`src/rtl/ysyx_22050550_clint_arbiter_pkg.sv`:
```
// Shared CLINT arbiter definitions: register addresses, FSM states, requester indices, strobe helper.
// Optional round-robin arbitration is enabled by defining YSYX_22050550_CLINT_ARB_RR_EN.
`ifndef ysyx_22050550_MTIME
`define ysyx_22050550_MTIME 64'h0000_0000_0200_bff8
`endif
`ifndef ysyx_22050550_MTIMECMP
`define ysyx_22050550_MTIMECMP 64'h0000_0000_0200_4000
`endif

package ysyx_22050550_clint_arbiter_pkg;

    localparam logic [63:0] MtimeAddr    = `ysyx_22050550_MTIME;
    localparam logic [63:0] MtimecmpAddr = `ysyx_22050550_MTIMECMP;

    localparam int unsigned ReqLsu = 0;
    localparam int unsigned ReqDbg = 1;

    typedef enum logic [1:0] {
        StIdle,
        StRd,
        StWr,
        StResp
    } state_e;

    function automatic logic [63:0] strb_to_mask(input logic [7:0] strb);
        logic [63:0] mask;
        mask = '0;
        for (int i = 0; i < 8; i++) begin
            mask[i*8 +: 8] = {8{strb[i]}};
        end
        return mask;
    endfunction

endpackage

```
`src/rtl/ysyx_22050550_clint_rmw_merge.sv`:
```
// Byte-strobe merge for partial CLINT stores: old bytes kept where the strobe is clear.
module ysyx_22050550_clint_rmw_merge
    import ysyx_22050550_clint_arbiter_pkg::*;
(
    input  logic [63:0] old_i,
    input  logic [63:0] wdata_i,
    input  logic [7:0]  wstrb_i,
    output logic [63:0] merged_o
);

    logic [63:0] mask;

    assign mask     = strb_to_mask(wstrb_i);
    assign merged_o = (old_i & ~mask) | (wdata_i & mask);

endmodule

```
`src/rtl/ysyx_22050550_clint_arbiter.sv`:
```
// Two-requester CLINT arbiter with single-cycle ren/wen port and read-modify-write for partial stores.
// Define YSYX_22050550_CLINT_ARB_RR_EN for round-robin grant; default is fixed priority to r0.
module ysyx_22050550_clint_arbiter
    import ysyx_22050550_clint_arbiter_pkg::*;
#(
    parameter int unsigned AW = 64,
    parameter int unsigned DW = 64
) (
    input  logic                 clock_i,
    input  logic                 reset_i,
    input  logic [1:0]           req_valid_i,
    output logic [1:0]           req_ready_o,
    input  logic [1:0]           req_wen_i,
    input  logic [1:0][AW-1:0]   req_addr_i,
    input  logic [1:0][DW-1:0]   req_wdata_i,
    input  logic [1:0][DW/8-1:0] req_wstrb_i,
    output logic [1:0]           rsp_valid_o,
    input  logic [1:0]           rsp_ready_i,
    output logic [DW-1:0]        rsp_rdata_o,
    output logic                 rsp_err_o,
    output logic                 clint_ren_o,
    output logic [63:0]          clint_raddr_o,
    output logic                 clint_wen_o,
    output logic [63:0]          clint_waddr_o,
    output logic [DW-1:0]        clint_wdata_o,
    input  logic [DW-1:0]        clint_rdata_i
);

    state_e            state_q, state_d;
    logic              gnt_q, gnt_d;
    logic              wen_q, wen_d;
    logic [AW-1:0]     addr_q, addr_d;
    logic [DW-1:0]     wdata_q, wdata_d;
    logic [DW/8-1:0]   wstrb_q, wstrb_d;
    logic [DW-1:0]     data_q, data_d;
    logic              err_q, err_d;

    logic              gnt;
    logic              accept;
    logic              sel_hit;
    logic [AW-1:0]     sel_addr;
    logic [DW/8-1:0]   sel_strb;
    logic [DW-1:0]     merged;

`ifdef YSYX_22050550_CLINT_ARB_RR_EN
    logic last_q, last_d;

    // On a tie the requester that was not granted last time wins.
    assign gnt    = (&req_valid_i) ? ~last_q : ~req_valid_i[0];
    assign last_d = accept ? gnt : last_q;

    always_ff @(posedge clock_i) begin
        if (reset_i) begin
            last_q <= 1'(ReqDbg);
        end else begin
            last_q <= last_d;
        end
    end
`else
    assign gnt = ~req_valid_i[0];
`endif

    assign accept   = (state_q == StIdle) && (|req_valid_i);
    assign sel_addr = req_addr_i[gnt];
    assign sel_strb = req_wstrb_i[gnt];
    assign sel_hit  = ((sel_addr == AW'(MtimeAddr)) || (sel_addr == AW'(MtimecmpAddr)))
                      && (sel_addr[2:0] == 3'b000);

    ysyx_22050550_clint_rmw_merge u_merge (
        .old_i    (data_q),
        .wdata_i  (wdata_q),
        .wstrb_i  (wstrb_q),
        .merged_o (merged)
    );

    always_comb begin
        state_d       = state_q;
        gnt_d         = gnt_q;
        wen_d         = wen_q;
        addr_d        = addr_q;
        wdata_d       = wdata_q;
        wstrb_d       = wstrb_q;
        data_d        = data_q;
        err_d         = err_q;
        req_ready_o   = 2'b00;
        rsp_valid_o   = 2'b00;
        rsp_rdata_o   = '0;
        rsp_err_o     = 1'b0;
        clint_ren_o   = 1'b0;
        clint_raddr_o = '0;
        clint_wen_o   = 1'b0;
        clint_waddr_o = '0;
        clint_wdata_o = '0;

        unique case (state_q)
            StIdle: begin
                if (accept) begin
                    req_ready_o[gnt] = 1'b1;
                    gnt_d   = gnt;
                    wen_d   = req_wen_i[gnt];
                    addr_d  = sel_addr;
                    wdata_d = req_wdata_i[gnt];
                    wstrb_d = sel_strb;
                    data_d  = '0;
                    err_d   = 1'b0;
                    if (!sel_hit) begin
                        err_d   = 1'b1;
                        state_d = StResp;
                    end else if (!req_wen_i[gnt]) begin
                        state_d = StRd;
                    end else if (sel_strb == '0) begin
                        state_d = StResp;
                    end else if (&sel_strb) begin
                        state_d = StWr;
                    end else begin
                        state_d = StRd;
                    end
                end
            end
            StRd: begin
                clint_ren_o   = 1'b1;
                clint_raddr_o = 64'(addr_q);
                data_d        = clint_rdata_i;
                state_d       = wen_q ? StWr : StResp;
            end
            StWr: begin
                // data_q holds the RD sample for partial stores and zero for full ones.
                clint_wen_o   = 1'b1;
                clint_waddr_o = 64'(addr_q);
                clint_wdata_o = merged;
                data_d        = '0;
                state_d       = StResp;
            end
            StResp: begin
                rsp_valid_o[gnt_q] = 1'b1;
                rsp_rdata_o        = data_q;
                rsp_err_o          = err_q;
                if (rsp_ready_i[gnt_q]) begin
                    state_d = StIdle;
                end
            end
            default: state_d = StIdle;
        endcase
    end

    always_ff @(posedge clock_i) begin
        if (reset_i) begin
            state_q <= StIdle;
            gnt_q   <= 1'b0;
            wen_q   <= 1'b0;
            addr_q  <= '0;
            wdata_q <= '0;
            wstrb_q <= '0;
            data_q  <= '0;
            err_q   <= 1'b0;
        end else begin
            state_q <= state_d;
            gnt_q   <= gnt_d;
            wen_q   <= wen_d;
            addr_q  <= addr_d;
            wdata_q <= wdata_d;
            wstrb_q <= wstrb_d;
            data_q  <= data_d;
            err_q   <= err_d;
        end
    end

endmodule
```
`config.mk`:
```
export PLATFORM = sky130hd
export DESIGN_NAME = ysyx_22050550_clint_arbiter
export DESIGN_NICKNAME = d
export VERILOG_FILES = /design/src/rtl/ysyx_22050550_clint_arbiter_pkg.sv /design/src/rtl/ysyx_22050550_clint_rmw_merge.sv /design/src/rtl/ysyx_22050550_clint_arbiter.sv
export SDC_FILE = /design/constraint.sdc
export NUM_CORES = 1
export LEC_CHECK = 0
export CORE_AREA = 2 2 234 236
export CTS_BUF_LIST = sky130_fd_sc_hd__clkbuf_8
export CTS_CLUSTER_DIAMETER = 80
export DETAILED_ROUTE_END_ITERATION = 10
export DIE_AREA = 0 0 236 238
export RECOVER_POWER = 25
export SYNTH_ARGS = -nofsm -noshare
export SYNTH_HDL_FRONTEND = slang
export SYNTH_HIERARCHICAL = 1
export SYNTH_SLANG_ARGS = --single-unit
```
`constraint.sdc`:
```
create_clock -name clock_i -period 5.7 [get_ports clock_i]
set_input_delay 1.14 -clock clock_i [delete_from_list [all_inputs] [get_ports clock_i]]
set_output_delay 1.14 -clock clock_i [all_outputs]
set_load 0.01 [all_outputs]
```
# --- Word level (Yosys, flattened, before mapping) ---
# Cells that the tools add are included.
classes:
  add_sub_neg: 0
  n_mul: 0
  div_mod_pow: 0
  order_cmp: 4
  n_eq_ne: 7
  shifts: 0
  muxes: 35
  n_bitwise: 5
  n_reduce_logical: 14
ops:
  columns: ["op", "count"]
  rows:
  - ["$mux W64", 9]
  - ["$pmux W64 S3", 1]
  - ["$and A64 B64 Y64", 2]
  - ["$eq A64 B26 Y1 const B", 2]
  - ["$not A64 Y64", 1]
  - ["$or A64 B64 Y64", 1]
  - ["$mux W2", 9]
  - ["$mux W8", 2]
  - ["$mux W1", 11]
  - ["$logic_not A8 Y1", 1]
  - ["$pmux W2 S4", 1]
  - ["$reduce_and A8 Y1", 1]
  - ["$reduce_and A2 Y1", 3]
  - ["$eq A2 B2 Y1 const B", 2]
  - ["$logic_and A1 B1 Y1", 4]
  - ["$lt A1 B2 Y1 const B", 2]
  - ["$ne A2 B2 Y1 const B", 2]
  - ["$logic_not A3 Y1", 1]
  - ["$reduce_bool A3 Y1", 1]
  - ["$demux W1 S1", 2]
  - ["$eq A2 B1 Y1 const B", 1]
  - ["$ge A1 B1 Y1 const B", 2]
  - ["$logic_not A2 Y1", 1]
  - ["$reduce_or A2 Y1", 1]
  - ["2 further kinds", 2]
totals:
  register_bits: 205
  latch_bits: 0
  mem_bits_rw: 0
  romBits: 0
  out_inout_bits: 263
  word_cells: 73
  mem_count: 0

# --- Logic depth before layout (Yosys ltp) ---
# Gate-level depths: netlist of the first run.
depth:
  depth_word: 10
  ltp_mapped: 9
  depth_no_buf: 6

# --- Hierarchy ---
# Netlist of the first run, hierarchy kept.
by_module_without_submodules:
  columns: ["mod", "n_inst", "cells_each", "area_each_um2"]
  rows:
  - ["ysyx_22050550_clint_arbiter", 1, 1303, 10776.6]
  - ["ysyx_22050550_clint_rmw_merge", 1, 72, 1051.0]

# --- Worst setup path before layout of the first run ---
# No wires, ideal clock.
synth_timing:
  path_kind: "in2out"
  from: "input port req_valid_i[0]"
  to: "output port req_ready_o[0]"
  arrival_ns: 2.023
  t_required_ns: 4.560
  setup_slack_ns: 2.537
  cell_stages: 5
  path_cell_list: "buf_6 buf_2 buf_2 buf_2 and2_1"
synth_via:
  elab_chain_cells: 7
synth_lines:
  columns: ["item", "line_no", "source"]
  rows:
  - ["from (decl)", "ysyx_22050550_clint_arbiter.sv:11", "input logic [1:0] req_valid_i,"]
  - ["$not A1 Y1", "ysyx_22050550_clint_arbiter.sv:60", "assign gnt = ~req_valid_i[0];"]
  - ["$lt A1 B2 Y1 (not written as such) / $ge A1 B1 Y1 (equally long branches)", "ysyx_22050550_clint_arbiter.sv:98", "req_ready_o[gnt] = 1'b1;"]
  - ["$logic_and A1 B1 Y1 (not written as such)", "ysyx_22050550_clint_arbiter.sv:98", null]
  - ["$mux W1 (not written as such)", "ysyx_22050550_clint_arbiter.sv:98", null]
  - ["$demux W1 S1", "ysyx_22050550_clint_arbiter.sv:98", null]
  - ["$mux W2 (*)", "ysyx_22050550_clint_arbiter.sv:97", "if (accept) begin"]
  - ["$mux W2 (*)", "ysyx_22050550_clint_arbiter.sv:95", "unique case (state_q)"]
  - ["to (decl)", "ysyx_22050550_clint_arbiter.sv:12", "output logic [1:0] req_ready_o,"]
# Every way passes the cells marked *; elsewhere a longest branch is shown, timed or not.

# --- Worst setup path after layout of the first run ---
layout_timing:
  from: "input port req_valid_i[1]"
  to: "register wdata_q[14]"
layout_via:
  elab_chain_cells: 3
layout_lines:
  columns: ["item", "line_no", "source"]
  rows:
  - ["$reduce_or A2 Y1", "ysyx_22050550_clint_arbiter.sv:63", "assign accept = (state_q == StIdle) && (|req_valid_i);"]
  - ["$logic_and A1 B1 Y1", "ysyx_22050550_clint_arbiter.sv:63", null]
  - ["$reduce_and A2 Y1 (no source line)", null, null]
  - ["to (signal assigned)", "ysyx_22050550_clint_arbiter.sv:161", "wdata_q <= wdata_d;"]
  - ["to (decl)", "ysyx_22050550_clint_arbiter.sv:33", "logic [DW-1:0] wdata_q, wdata_d;"]
# Every way passes these cells.
# A chain may end at the register's enable or synchronous reset.

==> results of run 1 <==
-- power breakdown --
part	leakage (nW)	internal, mW	total, mW	switching (mW)
Clock	0.467	0.872	1.56	0.688
Sequential	1.69	1.86	2.29	0.420
Combinational	5.05	1.36	2.88	1.53
-- area by class of cell --
cell class	instances	share of cell area, %
multi-input cells	1038	37.4
repair buffers	618	32.1
flip-flops and latches	205	21.4
well taps	696	4.55
clock buffers	49	3.52
clock inverters	23	0.850
inverters	4	0.0784
diodes	4	0.0523
-- layout by cell type (no fill, tap or decap), types with 2 or more instances in the layout --
cell type,n
nor4b_1,7
ha_4,2
inv_1,17
mux2_4,64
a22o_1,2
a31oi_1,2
nand4_1,12
clkbuf_8,49
clkbuf_2,2
buf_4,8
clkdlybuf4s50_1,590
nor3_1,8
nand2_1,66
nand3_1,67
bufinv_16,2
nor2_1,152
nor4_1,22
nor2b_1,3
dfxtp_1,205
mux2i_1,137
or4_1,2
a21oi_1,67
and3_1,2
clkinv_2,3
diode_2,4
and2_1,258
nand4b_1,4
clkinvlp_4,4
a211oi_1,141
or3_1,2
dlygate4sd3_1,14
-- path summary, 6_finish.rpt --
kind                            from                  endpoint  depth (start not counted)
max                   req_valid_i[1]  wdata_q[14]$_SDFFE_PP0P_                          7
min          data_q[14]$_SDFFE_PP0P_   data_q[14]$_SDFFE_PP0P_                          2
max reg2reg  state_q[0]$_SDFFE_PP0P_  wdata_q[14]$_SDFFE_PP0P_                          7
min reg2reg  data_q[14]$_SDFFE_PP0P_   data_q[14]$_SDFFE_PP0P_                          2
-- worst min-delay path: stages (launching register included) --
cell	delay, ps
dfxtp_1	310
nand2_1	60
a21oi_1	50
-- cells by family after synthesis --
kind of cell,count (synthesis)
AO/OA/AOI/OAI,222
adder cells (fa/ha/maj),4
buffers and inverters,132
flip-flops,205
multiplexers,202
AND/OR/NAND/NOR,610
-- metrics by stage --
step	setup WS (ps)	area (um2)	power [mW]	utilization (%)
6_report	1130	19100	6.73	35.8
4_1_cts	1140	19200	6.86	35.8
5_1_grt	751	19100	7.19	35.8
2_1_floorplan	2540	11800	3.90	-
3_5_place_dp	1310	18300	5.23	34.2
3_3_place_gp	1370	18300	5.18	34.2
-- registers in the layout (all words and copies together), names as in the netlist --
register and cells:
wdata_q 64, err_q 1, wen_q 1, state_q 2, wstrb_q 8, gnt_q 1
addr_q 64, data_q 64
-- metal layers --
metal | track usage [%] | part of all wire [%] | wire (um)
met4 | 6.72 | 3.1 | 1670
met3 | 4.58 | 6.4 | 3420
met2 | 32.7 | 50 | 26900
met1 | 20.6 | 40 | 21500
met5 | 0 | 0.022 | 12
==> qor.yml, run 1 <==
yosys_most_used_dff: "dfxtp_1"
postCtsSetupBuffers: 0
postSynthAreaPerCell_um2: 8.60
drt_iter0_drc: 469
synth_top_family_by_area: "simple AND/OR/NAND/NOR gates"
grtUsageTotal_pct: 18.1
synth_top_area_share_pct: 34.7
drt_first_pass_iters: 5
cts_made_buffers: 42
cp_max_fo: 106
worstSkewPairLatency_ps: 580
yosysMostFrequentCell: "and2_1"
gp_congestion: 0.835
timing.final.crit_share_pct: 80.2
hold_viol: 0
slew_viol_final: 287
required_ps: 6150
muxShareOfSynthArea_pct: 19.8
timing_worst_setup_path_type: "input port to flop"
grt_start_max_net_pins: 122
start_util_pct: 22.1
critPathSlowestCell: "clkbuf_2"
finalSetupTns_ps: 0
synth.area.top_cells: "dfxtp_1 35%, and2_1 14%, mux2i_1 12%"
slew_headroom_pct: -39.2
syn_area_mm2: 0.0118
layout.nets: 2257
io_pins: 607
portBuffers: 606
max_freq_mhz: 219
synth.distinct_cells: 39
n_fill_cell: 5485
status: "finished with violations"
htreeDepth: 2
final_antenna_net_count: 0
overflow: 0
synthCells: 1375
p_leak_nw: 7.21
fin_skew_ps: 24.2
r2r_slack_ps: 1460
whs_ps: 462
ir_worst_vdd_uv: 179
grt_pass1_vias: 12400
crit_top_cell: "nor2_1"
grt_setup_unrepaired: "false"
critical_path_buf_inv_count: 3
path_clk_slew_ps: 60
grt_pass1_wl_um: 77200
area_growth_syn_to_layout_pct: 61.9
crit_arrival_ps: 5020
cts.path.max_buffers: 3
synth_fa_ha_area_share_pct: 0.423
synth_seq_cells: 205
path_cells: "dlygate4sd3_1 > nor2_1 > clkbuf_1 > nor2_4 > clkbuf_2 > nor2_1 > a211oi_1"
die_h_um: 238
drive_above_1_share_pct: 7.49
synth_seq_area_share_pct: 34.7
chipWidth_um: 236
core.rowCount: 85
route.detailed.drc: 0
holdBufCountCts: 0
violations: "capacitance limit, slew limit"
cp-end-kind: "flop"
min_period_ps: 4570
wl_um: 53500
yosys.area_share.simple_pct: 27.2
synth.largest_area_cell: "dfxtp_1"
cts.sinks: 205
power_density_mw_per_mm2: 351
cts_tree: "done"
critPathTopFamily: "buffers and inverters"
synth_xor_area_share_pct: 0
avgRoutedWirePerCell_um: 20.3
clockRootBuffer: "clkbuf_8"
die-area_mm2: 0.0562
setup_viol: 0
cts_resized: 0
synth_fp_nets: 1723
async_reset_ff_share_pct: 0
placed_cells: 2561
grt_antenna_before_repair: 4
yosysWarningCount: 6
num_vias: 12100
cap_violations: 3
worstMarginPinSlew_ps: 2090
max_stage_delay_ps: 1600
multi_input_area_mm2: 0.00716
synth_compound_area_share_pct: 12.7
fin_cells: 2637
synth_commonest_cells: "259 x and2_1, 205 x dfxtp_1, 153 x nor2_1, 141 x a211oi_1, 137 x mux2i_1"
seq_area_mm2: 0.00410
synth_edf_count: 0
viasPerCell: 4.61
start_kind: "input port"
hpwlAfterDp_um: 39800
min_path_type: "flop to flop"
core_area_mm2: 0.0535
Power figures use the tool's default switching activity.
==> run 2, diff against run 1 <==
clock period = 3.72 ns   (was 5.7 ns; I/O delays follow)
==> qor.yml, run 2 (same netlist as run 1, synthesis figures left out) <==
timing_worst_setup_path_type: "flop to primary output"
power.total_mw: 10.4
grt_pass1_vias: 12500
final_cell_mix: "602 x clkdlybuf4s50_1, 259 x and2_1, 205 x dfxtp_1"
chipWidth_um: 236
htreeDepth: 2
grt_start_max_net_pins: 114
path_cells: "inv_1 > ha_4 > and2_1 > clkdlybuf4s50_1"
holdBufCountCts: 0
whs_ps: 465
wl_um: 53400
overflow: 0
critical_path_buf_inv_count: 2
setup_viol: 0
fin_cells: 2652
cts_made_buffers: 42
max_stage_delay_ps: 660
grt_setup_unrepaired: "false"
cp-end-kind: "primary output"
p_int_mw: 6.28
required_ps: 2980
cts_tree: "done"
hold_viol: 0
cts.sinks: 205
path_clk_slew_ps: 60
final_antenna_net_count: 0
design_area_mm2: 0.0193
drive_above_1_share_pct: 7.69
io_pins: 607
crit_arrival_ps: 2700
num_vias: 12300
core.rowCount: 85
worstMarginPinSlew_ps: 1710
clockRootBuffer: "clkbuf_8"
drt_first_pass_iters: 5
ir_worst_vdd_uv: 331
violations: "capacitance limit, slew limit"
min_path_type: "flop to flop"
clockPowerShare_pct: 22.9
drt_iter0_drc: 562
p_leak_nw: 7.26
worstSkewPairLatency_ps: 600
finalSetupTns_ps: 0
n_fill_cell: 5449
core_area_mm2: 0.0535
grt_pass1_wl_um: 77700
gp_congestion: 0.827
max_freq_mhz: 290
swShare_pct: 39.5
viasPerCell: 4.62
grt_antenna_before_repair: 6
fin_skew_ps: 19.2
die_h_um: 238
status: "finished with violations"
die-area_mm2: 0.0562
grtUsageTotal_pct: 18.1
slew_headroom_pct: -14.3
min_period_ps: 3450
cts.path.max_buffers: 3
power_density_mw_per_mm2: 539
reg_top3: "addr_q: 64 flops, data_q: 64 flops, wdata_q: 64 flops"
cp_max_fo: 79
placed_cells: 2569
hpwlAfterDp_um: 40200
critPathTopFamily: "buffers and inverters"
cap_violations: 2
portBuffers: 606
slew_viol_final: 156
start_util_pct: 22.1
critPathSlowestCell: "ha_4"
layout_commonest_cell: "clkdlybuf4s50_1"
timing.final.crit_share_pct: 92.7
area_growth_syn_to_layout_pct: 62.8
dpl_cell_area_mm2: 0.0185
p_comb_share_pct: 43.1
switchingPower_mw: 4.10
p_seq_share_pct: 34.0
start_kind: "flop"
layout.nets: 2266
avgRoutedWirePerCell_um: 20.1
route.detailed.drc: 0
[run 2: cell types whose count changed in the layout (fill, tap and decap cells not counted), sizes merged]
cell	previous run	this run
buf	10	20
clkbuf	53	49
clkdlybuf4s50	590	602
clkinv	3	2
diode	4	5
dlygate4sd3	14	2
inv	18	27
[run 2: area by class of cell]
type	instances	area, um2	area share [%]
repair buffers	627	6280	32.6
flip-flops and latches	205	4100	21.3
multi-input cells	1038	7150	37.1
clock buffers	46	633	3.29
well taps	696	871	4.52
diodes	5	12.5	0.0650
clock inverters	31	191	0.994
inverters	4	15.0	0.0780
[run 2: what timing repair did]
item | CTS | global route
buffers inserted | 0 | 1
endpoints found under the setup margin | 0 | 2
endpoints found under the hold margin | 0 | 0
gates resized for setup | 0 | 0
[run 2: worst paths after layout]
path / slack, ps / cells past startpoint / startpoint / endpoint
hold reg to reg: 470 / 2 / data_q[16]$_SDFFE_PP0P_ / data_q[16]$_SDFFE_PP0P_
setup / recovery: 270 / 4 / state_q[1]$_SDFFE_PP0P_ / clint_raddr_o[11]
setup reg to reg: 640 / 7 / state_q[1]$_SDFFE_PP0P_ / addr_q[15]$_SDFFE_PP0P_
hold / removal: 470 / 2 / data_q[16]$_SDFFE_PP0P_ / data_q[16]$_SDFFE_PP0P_
[run 2: tightest hold or removal path, stage by stage (launching register included)]
cell and delay, ps:
dfxtp_1 320, nand2_1 50, a21oi_1 50
[run 2: per-layer routing]
metal | global-route usage (%) | share of wire, %
met1 | 21.1 | 41
met2 | 32.1 | 49
met4 | 6.29 | 3.0
met3 | 4.70 | 6.7
met5 | 0 | 0.051
[run 2: per-stage QoR]
step | util, % | setup slack [ps]
5_1_grt | 36.0 | 136
2_1_floorplan | - | 1350
3_5_place_dp | 34.5 | 759
3_3_place_gp | 34.5 | 806
4_1_cts | 36.1 | 93.8
6_report | 36.0 | 273
[run 2: power groups by stage]
stage | sequential [mW] | clock [mW] | combinational (mW)
2_1_floorplan | 3.16 | 0 | 2.81
3_3_place_gp | 3.56 | 0 | 4.44
3_5_place_dp | 3.57 | 0 | 4.51
4_1_cts | 3.54 | 2.47 | 4.53
5_1_grt | 3.61 | 2.57 | 4.89
6_report | 3.53 | 2.38 | 4.47
==> run 3, diff against run 2 <==
CAP_MARGIN = 20   (was not set)
CORE_AREA = 2 2 237 239   (was 2 2 234 236)
DIE_AREA = 0 0 239 241   (was 0 0 236 238)
SKIP_CTS_REPAIR_TIMING = 1   (was not set)
SYNTH_HIERARCHICAL = not set   (was 1)
==> qor.yml, run 3 <==
postSynthAreaPerCell_um2: 8.29
avgRoutedWirePerCell_um: 21.2
synth.largest_area_cell: "dfxtp_1"
power_density_mw_per_mm2: 537
cp_max_fo: 40
synthCells: 1375
timing.final.ws_setup_ps: 272
final_cell_mix: "604 x clkdlybuf4s50_1, 205 x dfxtp_1, 202 x mux2i_1"
clockRootBuffer: "clkbuf_8"
worstMarginPinSlew_ps: 1870
route.detailed.drc: 0
synth.distinct_cells: 36
cts.sinks: 205
start_util_pct: 20.8
cts_tree: "done"
syn_area_mm2: 0.0114
grt_pass1_wl_um: 78900
crit_arrival_ps: 2700
synth_seq_cells: 205
n_fill_cell: 5710
layout_commonest_cell: "clkdlybuf4s50_1"
fin_skew_ps: 15.3
whs_ps: 461
ir_worst_vdd_uv: 645
grt_antenna_before_repair: 6
drive_above_1_share_pct: 4.41
worstSkewPairLatency_ps: 580
core_area_mm2: 0.0549
reg_top3: "addr_q: 64 flops, data_q: 64 flops, wdata_q: 64 flops"
gp_congestion: 0.898
synth_top_area_share_pct: 36.0
die_h_um: 241
async_reset_ff_share_pct: 0
chipWidth_um: 239
min_period_ps: 3450
wl_um: 56200
path_clk_slew_ps: 60
pre_cts_slack_ps: 584
finalSetupTns_ps: 0
grt_start_max_net_pins: 142
slew_headroom_pct: -24.4
die-area_mm2: 0.0576
drt_first_pass_iters: 5
violations: "capacitance limit, slew limit"
yosys_most_used_dff: "dfxtp_1"
synth_seq_area_share_pct: 36.0
area_growth_syn_to_layout_pct: 65.7
drt_iter0_drc: 512
synth_fp_nets: 1723
portBuffers: 606
htreeDepth: 2
layout.nets: 2268
yosysMostFrequentCell: "dfxtp_1"
min_path_type: "flop to flop"
start_kind: "flop"
final_util_pct: 34.4
synth_edf_count: 0
io_pins: 607
setup_viol: 0
cts_made_buffers: 43
grtUsageTotal_pct: 18.4
status: "finished with violations"
cp-end-kind: "primary output"
p_leak_nw: 6.84
grt_pass1_vias: 11900
num_vias: 12200
synth_commonest_cells: "205 x dfxtp_1, 202 x mux2i_1, 195 x and2_1, 155 x nor2_1, 138 x a211oi_1"
timing.final.crit_share_pct: 92.7
synth.area.top_cells: "dfxtp_1 36%, mux2i_1 18%, and2_1 11%"
yosysWarningCount: 0
hpwlAfterDp_um: 42700
cap_violations: 2
core.rowCount: 86
max_freq_mhz: 290
timing_worst_setup_path_type: "flop to primary output"
grt_setup_unrepaired: "false"
viasPerCell: 4.58
slew_viol_final: 66
cts.path.max_buffers: 3
final_antenna_net_count: 0
required_ps: 2980
hold_viol: 0
overflow: 0
run 3: changes by cell type after synthesis, sizes merged, moves of 3 or more:
cell	before	now
a211oi	141	138
mux2	65	0
nor3	8	5
mux2i	137	202
clkbuf	72	96
nor2b	3	68
buf	56	33
nand2	66	71
and2	259	195
run 3: logic make-up (layout without fill, tap and decap cells):
logic type,after synthesis,count (layout),synth area share (%)
and+or+nand+nor,614,614,28.3
other,0,2,0
AOI/OAI and AO/OA,219,219,12.9
muxes,202,202,17.7
buffers and inverters,131,705,4.64
adders and majority gates,4,4,0.439
DFF,205,205,36.0
run 3: critical path: stages (launching register included):
cell and delay [ps]:
dfxtp_1 420, ha_2 670, buf_12 280, and2_1 170
clkdlybuf4s50_1 540
run 3: per-layer routing:
| metal | vias up | share of wire (%) | GRT usage [%] |
|---|---|---|---|
| li1 | 5930 | - | - |
| met3 | 70 | 7.0 | 4.78 |
| met1 | 5715 | 43 | 23.0 |
| met5 | - | 0.13 | 0 |
| met4 | 10 | 1.9 | 4.58 |
| met2 | 429 | 48 | 31.6 |
run 3: area by class of cell:
type | count | area (um2) | share of cell area, %
clock buffer | 50 | 688 | 3.64
sequential | 205 | 4100 | 21.7
antenna | 2 | 5.00 | 0.0265
inverter | 2 | 7.51 | 0.0397
tap | 704 | 881 | 4.66
timing repair buffer | 629 | 6300 | 33.4
clock inverter | 24 | 106 | 0.563
multi-input combinational | 1039 | 6810 | 36.0
run 3: worst paths after layout:
kind | start | endpoint | slack [ps] | cells past startpoint
worst max-delay path | state_q[1]$_SDFFE_PP0P_ | rsp_rdata_o[54] | 270 | 4
worst min-delay path | data_q[14]$_SDFFE_PP0P_ | data_q[14]$_SDFFE_PP0P_ | 460 | 2
worst max register to register | state_q[1]$_SDFFE_PP0P_ | data_q[56]$_SDFFE_PP0P_ | 380 | 6
worst min register to register | data_q[14]$_SDFFE_PP0P_ | data_q[14]$_SDFFE_PP0P_ | 460 | 2
run 3: where the power goes:
part           internal [mW]  leakage [nW]  switching (mW)
combinational           2.01          4.69            2.35
sequential              2.88          1.69           0.620
clock                   1.21         0.466            1.08
total                   6.11          6.84            4.05
run 3: metrics by stage:
stage	total power [mW]	std cells	instance area, um2
finish	10.2	2655	18900
global route	10.9	2654	18900
CTS	10.4	2653	18900
detailed placement	8.02	2579	18100
global placement	7.94	2579	18100
floorplan	5.81	1375	11400
